--- config.mk ---
export PLATFORM = sky130hd
export DESIGN_NAME = vga_stream_gen
export DESIGN_NICKNAME = d
export VERILOG_FILES = /design/src/rtl/vga_stream_gen.sv
export SDC_FILE = /design/constraint.sdc
export NUM_CORES = 1
export LEC_CHECK = 0
export CAP_MARGIN = 30
export CORE_ASPECT_RATIO = 1.2
export CORE_MARGIN = 4
export CORE_UTILIZATION = 34
export CTS_CLUSTER_DIAMETER = 150
export CTS_CLUSTER_SIZE = 30
export DETAILED_ROUTE_END_ITERATION = 10
export DONT_BUFFER_PORTS = 1
export GPL_TIMING_DRIVEN = 0
export PLACE_DENSITY = 0.54
export SYNTH_ARGS = -nofsm -noshare
export SYNTH_HDL_FRONTEND = slang
export SYNTH_SLANG_ARGS = --single-unit
--- constraint.sdc ---
create_clock -name px_clk -period 1.4 [get_ports px_clk]
set_input_delay 0.42 -clock px_clk [delete_from_list [all_inputs] [get_ports px_clk]]
set_output_delay 0.42 -clock px_clk [all_outputs]
set_load 0.005 [all_outputs]
--- src/rtl/vga_stream_gen.sv ---
// VGA timing generator packing HS/VS/Active, pixel coordinates and colour into a 26-bit stream.
// Optional colour-bar test pattern enabled by defining VGA_TESTPATTERN_EN.
module vga_stream_gen #(
    parameter int H_ACTIVE = 640,
    parameter int H_FP     = 16,
    parameter int H_SYNC   = 96,
    parameter int H_BP     = 48,
    parameter int V_ACTIVE = 480,
    parameter int V_FP     = 10,
    parameter int V_SYNC   = 2,
    parameter int V_BP     = 33,
    parameter bit HS_POL   = 1'b0,
    parameter bit VS_POL   = 1'b0
) (
    input  logic        px_clk,
    input  logic        px_rst_n,
    input  logic        en,
    input  logic [2:0]  bg_color,
    input  logic        pattern_sel,
    output logic [25:0] strRGB_o,
    output logic        frame_o
);

    localparam int H_TOTAL = H_ACTIVE + H_FP + H_SYNC + H_BP;
    localparam int V_TOTAL = V_ACTIVE + V_FP + V_SYNC + V_BP;

    localparam logic [9:0] H_LAST = 10'(H_TOTAL - 1);
    localparam logic [9:0] V_LAST = 10'(V_TOTAL - 1);
    localparam logic [9:0] H_ACT  = 10'(H_ACTIVE);
    localparam logic [9:0] V_ACT  = 10'(V_ACTIVE);
    localparam logic [9:0] H_SS   = 10'(H_ACTIVE + H_FP);
    localparam logic [9:0] H_SE   = 10'(H_ACTIVE + H_FP + H_SYNC);
    localparam logic [9:0] V_SS   = 10'(V_ACTIVE + V_FP);
    localparam logic [9:0] V_SE   = 10'(V_ACTIVE + V_FP + V_SYNC);

    // Idle stream word: everything low except the sync pins at their inactive level.
    localparam logic [25:0] STR_RESET = {23'd0, ~HS_POL, ~VS_POL, 1'b0};

    logic [9:0]  hc_q, hc_d;
    logic [9:0]  vc_q, vc_d;
    logic [25:0] str_q, str_d;
    logic        frame_q, frame_d;

    logic        active;
    logic        hs;
    logic        vs;
    logic [2:0]  color;
    logic [2:0]  rgb;

`ifdef VGA_TESTPATTERN_EN
    localparam logic [9:0] BAR_LAST = 10'(H_ACTIVE / 8 - 1);

    // bar_q/bar_cnt_q always describe the pixel at hc_q, so no divider is needed.
    logic [2:0]  bar_q, bar_d;
    logic [9:0]  bar_cnt_q, bar_cnt_d;
`else
    logic        unused_pattern_sel;
    assign unused_pattern_sel = pattern_sel;
`endif

    always_comb begin
        hc_d    = hc_q;
        vc_d    = vc_q;
        str_d   = str_q;
        frame_d = 1'b0;

        active = (hc_q < H_ACT) && (vc_q < V_ACT);
        hs     = ((hc_q >= H_SS) && (hc_q < H_SE)) ? HS_POL : ~HS_POL;
        vs     = ((vc_q >= V_SS) && (vc_q < V_SE)) ? VS_POL : ~VS_POL;

`ifdef VGA_TESTPATTERN_EN
        color = pattern_sel ? bar_q : bg_color;
`else
        color = bg_color;
`endif
        rgb = active ? color : 3'b000;

        if (en) begin
            if (hc_q == H_LAST) begin
                hc_d = 10'd0;
                vc_d = (vc_q == V_LAST) ? 10'd0 : vc_q + 10'd1;
            end else begin
                hc_d = hc_q + 10'd1;
            end
            str_d   = {rgb, hc_q, vc_q, hs, vs, active};
            frame_d = (hc_q == 10'd0) && (vc_q == 10'd0);
        end
    end

`ifdef VGA_TESTPATTERN_EN
    always_comb begin
        bar_d     = bar_q;
        bar_cnt_d = bar_cnt_q;
        if (en) begin
            if (hc_d == 10'd0) begin
                bar_d     = 3'd0;
                bar_cnt_d = 10'd0;
            end else if ((bar_cnt_q == BAR_LAST) && (bar_q != 3'd7)) begin
                bar_d     = bar_q + 3'd1;
                bar_cnt_d = 10'd0;
            end else begin
                bar_cnt_d = bar_cnt_q + 10'd1;
            end
        end
    end

    always_ff @(posedge px_clk or negedge px_rst_n) begin
        if (!px_rst_n) begin
            bar_q     <= 3'd0;
            bar_cnt_q <= 10'd0;
        end else begin
            bar_q     <= bar_d;
            bar_cnt_q <= bar_cnt_d;
        end
    end
`endif

    always_ff @(posedge px_clk or negedge px_rst_n) begin
        if (!px_rst_n) begin
            hc_q    <= 10'd0;
            vc_q    <= 10'd0;
            str_q   <= STR_RESET;
            frame_q <= 1'b0;
        end else begin
            hc_q    <= hc_d;
            vc_q    <= vc_d;
            str_q   <= str_d;
            frame_q <= frame_d;
        end
    end

    assign strRGB_o = str_q;
    assign frame_o  = frame_q;

endmodule

==> After elaboration in Yosys (flattened, before gate mapping) <==
Index checks and enable logic that the tools add are counted.
{ "totals": {"out_inout_bits": 27, "register_bits": 47} }
{ "op_classes": {"mux": 6, "n_reduce_logical": 7, "n_eq_ne": 2, "order_cmp": 6, "add_sub_neg": 2} }
{ "ops": {"columns": ["op", "n"], "rows": [
  ["adder 10 x 1 -> 10 bit, second input constant", 2],
  ["equality test 10 bit, second input constant", 2],
  ["zero test 10 bit", 2],
  ["< comparator 10 bit, second input constant", 2],
  ["< comparator 10 x 9 -> 1 bit, second input constant", 2],
  ["2-to-1 mux 10 bit", 2],
  [">= comparator 10 bit, second input constant", 1],
  [">= comparator 10 x 9 -> 1 bit, second input constant", 1],
  ["logical AND 1 bit", 4],
  ["2-to-1 mux 1 bit", 3],
  ["2-to-1 mux 3 bit", 1],
  ["AND reduction 2 bit", 1]
]} }

==> Longest topological paths before layout <==
{ "depth": {"ltp_word": 3, "depth_mapped": 7} }

==> Least setup slack after synthesis <==
No wires, ideal clock.
{ "synth_timing": {"path_kind": "reg-to-reg", "start": "register hc_q[0]", "end": "register vc_q[2]", "t_arrival_ps": 1406, "path_stages_with_launch": 7, "slack_ps": -124, "n_path_buf": 1, "required_ps": 1282, "path_cell_list": "dfrtp_1 > ha_1 > and4_1 > buf_4 > and3_1 > and3b_1 > a21o_1"} }
{ "synth_between": {"elab_chain_cells": 2} }
{ "synth_rtl": {"columns": ["item", "line", "text"], "rows": [
  ["start: declaration", "39", "logic [9:0] hc_q, hc_d;"],
  ["start signal: assignment", "120", "hc_q <= 10'd0;"],
  ["start signal: assignment", "125", "hc_q <= hc_d;"],
  ["equality test 10 bit", "79", "if (hc_q == H_LAST) begin"],
  ["AND reduction 2 bit (no source line)", null, null],
  ["end signal: assignment", "126", "vc_q <= vc_d;"],
  ["end: declaration", "40", "logic [9:0] vc_q, vc_d;"]
]} }
No other way between the ends.
A chain may end at the register's enable or synchronous reset.

==> Worst setup path in the final report <==
Ends and elaborated chain as after synthesis.

==> flow_summary.toml <==
[routing]
vias = 1460
drt-wirelength-per-cell_um = 15.5
viasPerCell = 5.03
wl_um = 4490
drtAntennaViolNets = 0
drt-initial-drc-count = 53
post-route-drc-count = 0
drt_first_pass_iters = 4

[global_routing]
grt_pass1_vias = 1510
grt_overflow_total = 0
grtUsageTotal_pct = 12.8
antenna_found_initial = 0
grt_max_degree = 48
grt_pass1_wl_um = 7450

[critical_path]
start_kind = "register"
crit_arrival_ps = 1700
crit_path_start = "hc_q[0]"
rrSetupSlack_ps = -110
end_kind = "register"
r2r-start = "hc_q[0]"
cp.required_ps = 1590
crit_fanout = 5
crit_type = "register to register"

[synthesis]
syn_area_um2 = 2150
syn-num-nets = 189
synth_seq_cells = 47
yosysWarnings = 0
synthCells = 178
synth_seq_area_share_pct = 54.9
ys_async_sr_fraction_pct = 100
ys_types = 44
syn_avg_cell_area_um2 = 12.1
synth_edf_count = 0
synth-main-ff-cell = "dfrtp_1"

[cts]
path_clk_slew_ps = 80
cts_tree = "done"
cts_buffers = 5
clockBufferDepth = 2
clk_latency_ps = 300
clock_sinks = 47
htree_levels = 2
root_buffer = "clkbuf_8"

[status]
outcome = "complete, but fails checks"
violations = "negative hold slack, negative setup slack"

[final_layout]
stdcell_count = 290
diodes = 0
n_fill_cell = 583
drive_above_1_share_pct = 44.2
areaGrowthSynthToFinish_pct = 21.5
nets = 218

[power_and_ir_drop]
p_leak_nw = 1.19
p_clk_share_pct = 27.0
power.total_mw = 2.88
ir_drop_mv = 0.488
p_comb_share_pct = 13.7
p_int_mw = 2.09
p_per_area_nw_per_um2 = 1100
p_seq_share_pct = 59.3
p_switching_mw = 0.794
switching_share_pct = 27.6

[floorplan]
initial_utilization_pct = 35.3
die-area_um2 = 7660
rows = 31
fp.coreArea_um2 = 6090
die_h_um = 95.1
ios = 34
die_w_um = 80.6

[place]
dpl.hpwl_um = 3090
io_buffers = 0
dp_cells = 260
gp_congestion = 0.777

[sta]
slew_headroom_pct = 70.5
clock_skew_ps = 7.01
fin_setup_tns_ps = -854
holdWs_ps = -194
worstMarginPinSlew_ps = 442
rsz0062_at_grt = "true"
finalSetupViolCount = 15
fmax_mhz = 663
finalCritPeriodShare_pct = 108
hold_violations = 47
min_period_ps = 1510
finalWorstSetupSlack_ps = -109
slew_violations = 0

[run]
maxCapViolCount = 0

[min_path]
hp-class = "primary input to async pin"
==> cells in the mapped netlist, types with 2 or more instances <==
master | number | area share (%)
nor2_1 | 9 | 1.6
xor2_1 | 6 | 2.4
inv_1 | 7 | 1.2
nor3_1 | 5 | 1.2
nand4_1 | 6 | 1.7
nand2_1 | 11 | 1.9
mux2_2 | 19 | 10
buf_6 | 2 | 1.0
ha_1 | 4 | 2.3
dfstp_2 | 2 | 2.4
o21ai_0 | 6 | 1.4
and3_1 | 5 | 1.5
buf_2 | 4 | 0.93
nand3_1 | 6 | 1.4
nor4_1 | 3 | 0.87
xnor2_1 | 6 | 2.4
dfrtp_1 | 45 | 52
a21o_1 | 3 | 1.0
a22o_1 | 3 | 1.2
and4_1 | 2 | 0.82
==> power groups by stage <==
stage          logic (mW)  registers, mW  clock network, mW
6_report            0.394           1.71              0.777
5_1_grt             0.437           1.75              0.866
4_1_cts             0.373           1.70              0.812
3_5_place_dp        0.319           1.73                  0
3_3_place_gp        0.309           1.73                  0
2_1_floorplan       0.266           1.67                  0
==> sequential cells by signal, indices dropped and copies added (netlist names) <==
signal and cells:
strRGB_o 26, hc_q 10, vc_q 10, frame_o 1
==> repair_timing <==
action | 4_1_cts | 5_1_grt
buffers inserted | 16 | 9
resized for setup | 18 | 19
endpoints found under the hold margin | 47 | 47
pin swaps | 8 | 9
setup endpoints to repair | 15 | 17
gates cloned | 1 | 0
==> path summary, 6_finish.rpt <==
check,endpoint,cells past startpoint
setup / recovery,vc_q[2],6
hold / removal,vc_q[5],0
setup reg to reg,vc_q[2],6
hold reg to reg,strRGB_o[1],2
max in group asynchronous,strRGB_o[2],0
min in group px_clk,strRGB_o[23],1
==> stage by stage <==
step / util, % / instance area (µm²) / setup WS (ps)
6_report: 42.9 / 2610 / -109
3_3_place_gp: 37.3 / 2270 / -183
2_1_floorplan: - / 2170 / -69.2
3_5_place_dp: 37.3 / 2270 / -207
5_1_grt: 42.9 / 2610 / -191
4_1_cts: 41.4 / 2520 / -106
==> layout by cell type (no fill, tap or decap), types with 3 or more instances in the layout <==
master | netlist | routed
and3_1 | 5 | 4
dfrtp_2 | 0 | 10
nand3_1 | 6 | 5
nand2_1 | 11 | 10
nor2_2 | 0 | 4
nor2_1 | 9 | 4
o21ai_0 | 6 | 3
a21o_1 | 3 | 3
a22o_1 | 3 | 3
clkbuf_8 | 0 | 5
dfrtp_1 | 45 | 35
mux2_2 | 19 | 19
nand4_1 | 6 | 6
nor3_1 | 5 | 4
ha_1 | 4 | 3
xor2_1 | 6 | 6
clkbuf_1 | 1 | 3
xnor2_1 | 6 | 6
buf_2 | 4 | 3
buf_4 | 1 | 21
buf_6 | 2 | 3
inv_1 | 7 | 6
==> area by class of cell <==
cell class / count / area (µm²) / area share (%)
well taps: 82 / 103 / 3.93
flip-flops and latches: 47 / 1190 / 45.6
clock buffers: 7 / 76.3 / 2.92
repair buffers: 25 / 211 / 8.10
clock inverters: 1 / 5.00 / 0.192
plain buffers: 5 / 33.8 / 1.29
multi-input cells: 116 / 963 / 36.9
inverters: 7 / 26.3 / 1.01
==> cells by family (layout without fill, tap and decap cells) <==
logic type,Yosys count,count (layout),share of synthesized area [%]
AOI/OAI and AO/OA,18,18,6.00
and+or+nand+nor,62,62,17.8
adders and majority gates,4,4,2.33
DFF,47,47,54.9
xor gates and xnor gates,12,12,4.89
muxes,20,20,10.4
buffers and inverters,15,45,3.73
==> worst max-delay path, stage by stage (launching register included) <==
cell	delay (ps)
dfrtp_1	410
ha_2	200
and4_4	250
and3_4	230
buf_8	120
o21ai_2	50
a21o_1	140
==> routing by layer <==
layer | vias to the layer above | part of all wire (%) | GRT usage (%) | wire length (µm)
li1 | 692 | - | - | -
met1 | 735 | 41 | 15.3 | 1860
met4 | 0 | 1.6 | 5.21 | 74
met5 | - | 0 | 0 | 0
met2 | 25 | 52 | 21.5 | 2330
met3 | 8 | 5.1 | 3.88 | 227
Note: power is estimated with default switching activity, not from simulation.
